--- config.mk ---
export PLATFORM = sky130hd
export DESIGN_NAME = serial_adder
export DESIGN_NICKNAME = d
export VERILOG_FILES = /design/src/rtl/serial_adder_pkg.sv /design/src/rtl/serial_adder_full_adder.sv /design/src/rtl/serial_adder.sv
export SDC_FILE = /design/constraint.sdc
export NUM_CORES = 1
export LEC_CHECK = 0
export CAP_MARGIN = 20
export CORE_MARGIN = 10
export CORE_UTILIZATION = 40
export DETAILED_ROUTE_END_ITERATION = 16
export GPL_TIMING_DRIVEN = 1
export PLACE_DENSITY_LB_ADDON = 0.12
export SLEW_MARGIN = 20
export SYNTH_ARGS = -nofsm -noshare
export SYNTH_HDL_FRONTEND = slang
export SYNTH_SLANG_ARGS = --single-unit
--- constraint.sdc ---
create_clock -name clk -period 1.55 [get_ports clk]
set_clock_uncertainty 0.1 [all_clocks]
set_input_delay 0.3875 -clock clk [delete_from_list [all_inputs] [get_ports clk]]
set_output_delay 0.3875 -clock clk [all_outputs]
set_load 0.01 [all_outputs]
--- src/rtl/serial_adder_pkg.sv ---
// serial_adder_pkg: shared FSM state type and default operand width for serial_adder
package serial_adder_pkg;
    typedef enum logic [1:0] {IDLE, RUN, DONE} state_t;
    localparam int DEFAULT_WIDTH = 4;
endpackage

--- src/rtl/serial_adder_full_adder.sv ---
// full_adder: 1-bit gate-level full adder cell, s = a^b^cin, c = majority(a, b, cin)
module full_adder (
    input  logic a,
    input  logic b,
    input  logic cin,
    output logic s,
    output logic c
);
    logic p, ab, bc, ca;
    xor g_p  (p, a, b);
    xor g_s  (s, p, cin);
    and g_ab (ab, a, b);
    and g_bc (bc, b, cin);
    and g_ca (ca, cin, a);
    or  g_c  (c, ab, bc, ca);
endmodule

--- src/rtl/serial_adder.sv ---
// serial_adder: bit-serial LSB-first adder built from one full-adder cell and a carry FF,
// with a start/busy/done handshake and registered sum/cout held between completions.
module serial_adder
    import serial_adder_pkg::*;
#(
    parameter int WIDTH = DEFAULT_WIDTH
) (
    input  logic             clk,
    input  logic             rst,
    input  logic             start,
    input  logic [WIDTH-1:0] a,
    input  logic [WIDTH-1:0] b,
    input  logic             cin,
    output logic             busy,
    output logic             done,
    output logic [WIDTH-1:0] sum,
    output logic             cout
);
    localparam int CW = $clog2(WIDTH);
    localparam logic [CW-1:0] LAST = CW'(WIDTH - 1);

    state_t           state_q;
    logic [WIDTH-1:0] opa_q, opb_q, sum_q;
    logic [WIDTH-2:0] res_q;
    logic [WIDTH-1:0] res_d;
    logic [CW-1:0]    cnt_q;
    logic             carry_q, busy_q, done_q, cout_q;
    logic             fa_s, fa_c;

    full_adder u_fa (.a(opa_q[0]), .b(opb_q[0]), .cin(carry_q), .s(fa_s), .c(fa_c));

    // res_q keeps only the upper WIDTH-1 result bits; the final bit arrives on the DONE edge
    assign res_d = {fa_s, res_q};

    assign busy = busy_q;
    assign done = done_q;
    assign sum  = sum_q;
    assign cout = cout_q;

    always_ff @(posedge clk or posedge rst) begin
        if (rst) begin
            state_q <= IDLE;
            opa_q   <= '0;
            opb_q   <= '0;
            res_q   <= '0;
            cnt_q   <= '0;
            carry_q <= 1'b0;
            busy_q  <= 1'b0;
            done_q  <= 1'b0;
            sum_q   <= '0;
            cout_q  <= 1'b0;
        end else begin
            done_q <= 1'b0;
            case (state_q)
                IDLE, DONE: begin
                    if (start) begin
                        opa_q   <= a;
                        opb_q   <= b;
                        carry_q <= cin;
                        res_q   <= '0;
                        cnt_q   <= '0;
                        busy_q  <= 1'b1;
                        state_q <= RUN;
                    end else begin
                        state_q <= IDLE;
                    end
                end
                RUN: begin
                    opa_q   <= opa_q >> 1;
                    opb_q   <= opb_q >> 1;
                    res_q   <= res_d[WIDTH-1:1];
                    carry_q <= fa_c;
                    cnt_q   <= cnt_q + 1'b1;
                    if (cnt_q == LAST) begin
                        sum_q   <= res_d;
                        cout_q  <= fa_c;
                        busy_q  <= 1'b0;
                        done_q  <= 1'b1;
                        state_q <= DONE;
                    end
                end
                default: state_q <= IDLE;
            endcase
        end
    end
endmodule

==> results of run 1 <==
final cells by class:
cell class / instances / area [sq um] / share of cell area, %
well taps: 30 / 37.54 / 3.003
flip-flops and latches: 23 / 575.6 / 46.05
clock buffers: 3 / 22.52 / 1.802
inverters: 1 / 3.754 / 0.3003
multi-input cells: 51 / 389.1 / 31.13
clock inverters: 1 / 5.005 / 0.4004
repair buffers: 24 / 216.5 / 17.32
cell usage in the layout, fill, tap and decap left out, drive strengths merged, types with 5 or more instances in the layout:
cell           count
nor2b              5
mux2               5
a22o               5
dlygate4sd2        7
clkdlybuf4s50     11
buf                6
dfrtp             23
nor2               7
state kept, by name, summed over array words and instances, names as in the netlist:
register,cells
busy,1
done,1
res_q,3
cout,1
sum,4
opb_q,4
cnt_q,2
carry_q,1
opa_q,4
state_q,2
metrics by stage:
step | setup slack, ns | utilization, %
4_1_cts | 0.04332 | 51.39
6_report | 0.05779 | 51.39
2_1_floorplan | 0.1853 | -
5_1_grt | 0.004333 | 51.39
3_5_place_dp | -0.1354 | 50.62
3_3_place_gp | -0.1348 | 50.62
layer usage:
layer | up-vias | wire, um
li1 | 332 | -
met1 | 331 | 1036
met2 | 11 | 895
met3 | 4 | 85
met4 | 0 | 29
met5 | - | 0
cells by family after synthesis:
group / Yosys count
fa+ha+maj: 2
compound gates: 18
simple gates: 22
mux: 9
flops: 23
buf+inv: 7
power by group through the flow:
stage | clock network (uW) | logic (uW) | registers, uW
detailed placement | 0 | 1170 | 1080
global route | 314 | 1240 | 1100
floorplan | 0 | 773 | 1060
global placement | 0 | 1150 | 1070
finish | 285 | 1100 | 1060
CTS | 288 | 1120 | 1060
how the worst max path moves through the flow:
stage,start,endpoint,slack [ns],cells past startpoint
floorplan,state_q[1]$_DFFE_PP0P_,cout$_DFFE_PP0P_,0.19,5
global placement,start,opb_q[0]$_DFFE_PP0P_,-0.13,5
detailed placement,start,opb_q[0]$_DFFE_PP0P_,-0.14,5
CTS,cout$_DFFE_PP0P_,cout,0.04,1
global route,sum[3]$_DFFE_PP0P_,sum[3],0.004,1
finish,sum[2]$_DFFE_PP0P_,sum[2],0.06,1
timing repair:
action,4_1_cts,5_1_grt
gates resized for setup,7,0
setup endpoints to repair,7,0
hold buffers,0,0
==> impl_results.md, run 1 <==
* Hold Violations, Final at 0
* Clock Latency Late Sink at 0.31 ns
* CTS tree: done
* Max Fclk at 0.6701 GHz
* Total CTS buffers at 3
* Overall routed net length at 2.047 mm
* First-pass GRT wire length at 3.484 mm
* Number of max-cap violations at 0
* Io pins at 19
* Die height at ~70 um
* Placed Area at around 1200 sq um
* Estimated wirelength of the detail-placed design at between 1 and 1.5 mm
* Final Cycle Share at 96.27%
* Vias at 678
* Mapped Area at 1007 sq um
* Final slew viol count at 0
* Total Power at about 2400 uW
* Clock slew at reported path FFs at 0.13 ns
* Cells after Synth at 81
* Worst Setup End Kind: primary output
* Synth warnings at 0
* Critical setup path kind: register to primary output
* Core ar. at 2432 sq um
* Diode count at 0
* CTS sink cnt at 23
* Initial drt markers at 32
* GR Util met2 at approximately 12%
* Syn-to-layout area delta at 24.10%
* Average wire per standard cell at 15.39 um
* Placed cells at 129
* Fin crit period at 1.492 ns
* Post-synth EDFFs at 0
* Post-synthesis xor/xnor area fraction at 0%
* Post-synth top area share at between 50% and 60%
* Root Buffer: clkbuf_4
* Status: finished, final reports clean
* Switching pwr at slightly below 900 uW
* CP max stage delay at about 0.41 ns
* Synth Area in Compound Gates at about an eighth
* Yosys reg bits at 23
* HP Class: input port to asynchronous set/reset pin
* Mean Syn Cell Area at 12.43 sq um
* Hold Slack at approximately 0.30 ns
* DRC errors left at 0
* IO Port Bufs at 18
* Data required, critical path at ~1.1 ns
* Synth top area cells: dfrtp_1 (57%), mux2_4 (7.5%), a22o_1 (4.3%)
* Synth top cells by count: dfrtp_1 (23), nor2_1 (6), a22o_1 (5), mux2_4 (5)
* Vias in the first global route at around 700
* Setup TNS at 0 ns
* TritonRoute pass-1 iters at 4
* Int Pwr at 1567 uW
* Share of layout cells above drive strength 1 at 17.48%
* Worst slew margin at 80.26%
* Crit path max-delay family: flip-flops
* Adder-Cell Fraction of Synth Area at 3.230%
* Worst R2R Start: carry_q$_DFFE_PP0P_
* Gpl congestion at approximately 0.8
* Cell taking the most area after synthesis: dfrtp_1
* Synthesized Nets at 95
* RSZ-0062 raised after global routing: false
* Final #Nets at approximately 120
* Critical path arrival at 1.00 ns
* Pwr/cell area at approximately 2000 nW/um^2
* Final antenna-violating net count at 0
* Max Fanout on Critical Path at 2
* Critical-path cell list: dlygate4sd2_1
* Max clock buf depth at 2
* Reg power frac at 43.3%
* Switching share of total power at 35.95%
* Starting Density at 41.41%
* Worst Path Buf+Inv at 1
* Initial antenna violation count at 0
* CP Launch Type: register
* Main synth FF type: dfrtp_1
* Crit-path slowest cell: dfrtp_1
* Register area share after synthesis at 57.14%
* Largest net degree at the start of global routing at 24
* Most common cell in the netlist: dfrtp_1
* Post-Layout Cell Count at 133
* Met3 Use GR at 2.401%
* Reg2Reg Setup Slack at 0.13 ns
* Pleak at 0.0005611 uW
* Slew @ Worst Pin at 0.2961 ns
* Combinational share of power at 45.1%
* Asr flop ratio synth at 100.0%
* Busiest grt layer: met2
* Post-synth cell types at 23
* Largest family of logic cells by synthesized area: compound AO/OA/AOI/OAI gates
* Vias/cell at ~5.1
* Htree depth at 1
* Count of final setup violators at 0
* Total global-route track usage at 8.673%
* Core Rows at 18
* Worst R2R End: sum[3]$_DFFE_PP0P_
* Multiplexer share of the synthesized area at between 10% and 20%
* R2R cell count at 2
* Simple-gate area share of the yosys netlist at 11.93%
* Postcts setup bufs at 0
* Final Cell Area at approximately 1200 sq um
* Fill cells at 228
* Maximum VDD drop at 0.0009606 V
* Total die area at 4925 sq um
* Met1 Use GR at 11.55%
* Grt total ovfl at 0
* Clock group share of total power at about an eighth
* Die X at 70.18 um
(Power assumes the default switching activity.)
==> run 2: changes to the inputs <==
--- a/config.mk
+++ b/config.mk
@@ -7,7 +7,7 @@
 export LEC_CHECK = 0
 export CAP_MARGIN = 20
 export CORE_MARGIN = 10
-export CORE_UTILIZATION = 40
+export CORE_UTILIZATION = 25
 export DETAILED_ROUTE_END_ITERATION = 16
 export GPL_TIMING_DRIVEN = 1
 export PLACE_DENSITY_LB_ADDON = 0.12
==> impl_results.md, run 2 (synthesis gave the netlist of run 1 again) <==
* Overall routed net length at 2.161 mm
* DRC errors left at 0
* Max clock buf depth at 2
* Critical setup path kind: register to primary output
* Placed cells at ~150
* Maximum VDD drop at 0.0006444 V
* R2R cell count at 2
* Postcts setup bufs at 0
* Number of max-cap violations at 0
* Worst R2R Start: carry_q$_DFFE_PP0P_
* Most common cell after layout, fill and taps aside: dfrtp_1
* Pwr/cell area at 1940 nW/um^2
* Worst R2R End: sum[3]$_DFFE_PP0P_
* Largest net degree at the start of global routing at 24
* Starting Density at 25.55%
* Worst Setup End Kind: primary output
* Status: finished, final reports clean
* Crit path max-delay family: flip-flops
* Fin crit period at 1.422 ns
* Clock Latency Late Sink at 0.27 ns
* Data required, critical path at 1.06 ns
* Vias in the first global route at 727
* Core Rows at 23
* Htree depth at 1
* CP max stage delay at 0.39 ns
* Crit-path slowest cell: dfrtp_1
* Setup TNS at 0 ns
* Pleak at 0.0005785 uW
* Final #Nets at 120
* Layout Utilization at approximately a third
* CTS sink cnt at 23
* Final antenna-violating net count at 0
* Die X at around 83 um
* Estimated wirelength of the detail-placed design at 1.566 mm
* Worst Path Buf+Inv at 1
* IO Port Bufs at 18
* RSZ-0062 raised after global routing: false
* Total CTS buffers at 3
* Vias/cell at ~4.4
* Slew @ Worst Pin at 0.3096 ns
* Cell depth of the worst setup path at 1
* Critical-path cell list: dlygate4sd2_1
* Worst slew margin at 79.36%
* Total Power at 2539 uW
* TritonRoute pass-1 iters at 4
* Syn-to-layout area delta at 29.94%
* Hold Violations, Final at 0
* Critical path arrival at 0.93 ns
* Hold Slack at 0.3663 ns
* Total die area at ~7000 sq um
* Most frequent cells in the layout: dfrtp_1 (23), clkdlybuf4s50_1 (11), buf_4 (8)
* Max Fclk at around 0.70 GHz
* Reg2Reg Setup Slack at 0.16 ns
* Post-Layout Cell Count at 155
* Max Fanout on Critical Path at 2
* Initial drt markers at 37
* Grt total ovfl at 0
* CTS tree: done
* Diode count at 0
* Root Buffer: clkbuf_8
* Share of layout cells above drive strength 1 at 19.05%
* Io pins at 19
* Gpl congestion at ~0.7
* Initial antenna violation count at 0
* CP Launch Type: register
* Average wire per standard cell at between 10 and 15 um
* HP Class: input port to asynchronous set/reset pin
* Total global-route track usage at 6.494%
* Final slew viol count at 0
* Count of final setup violators at 0
* First-pass GRT wire length at 3.684 mm
* Clock slew at reported path FFs at 0.09 ns
* Core ar. at 3943 sq um
* Final Cycle Share at 91.72%
* Die height at roughly 83 um
* Vias at 688
## run 2: cell types whose count changed in the layout (fill, tap and decap cells not counted)
cell / delta
buf_4: +2
clkbuf_4: -3
clkbuf_8: +3
## run 2: repair_timing
action	4_1_cts	5_1_grt
hold buffers	0	0
setup endpoints to repair	7	0
resized for setup	7	0
## run 2: layout make-up
type                            instances  area (sq um)
Sequential cell                        23         575.6
Multi-Input combinational cell         51         389.1
Clock inverter                          1         5.005
Inverter                                1         3.754
Clock buffer                            3         41.29
Tap cell                               50         62.56
Fill cell                             402          2634
Timing Repair Buffer                   26         231.5
## run 2: worst max-delay path by stage
stage	start	endpoint
finish	sum[0]$_DFFE_PP0P_	sum[0]
global route	sum[1]$_DFFE_PP0P_	sum[1]
CTS	sum[0]$_DFFE_PP0P_	sum[0]
detailed placement	start	opb_q[3]$_DFFE_PP0P_
global placement	start	opb_q[3]$_DFFE_PP0P_
floorplan	state_q[1]$_DFFE_PP0P_	cout$_DFFE_PP0P_
## run 2: where the power goes
part | switching (uW) | internal [uW] | total (uW)
combinational | 519 | 593 | 1110
sequential | 169 | 880 | 1050
clock | 198 | 180 | 378
total | 886 | 1650 | 2540
## run 2: layer usage
metal	vias to the layer above	GRT usage (%)	wire length, um
met4	0	1.826	24
met3	4	3.516	171
met1	329	8.484	1090
met2	22	8.919	874
li1	333	-	-
met5	-	0	0
## run 2: stage by stage
stage / setup WS, ns / area (sq um)
floorplan: 0.1853 / 1007
global placement: -0.1068 / 1271
detailed placement: -0.1308 / 1271
CTS: 0.1049 / 1309
global route: 0.07317 / 1309
finish: 0.1284 / 1309
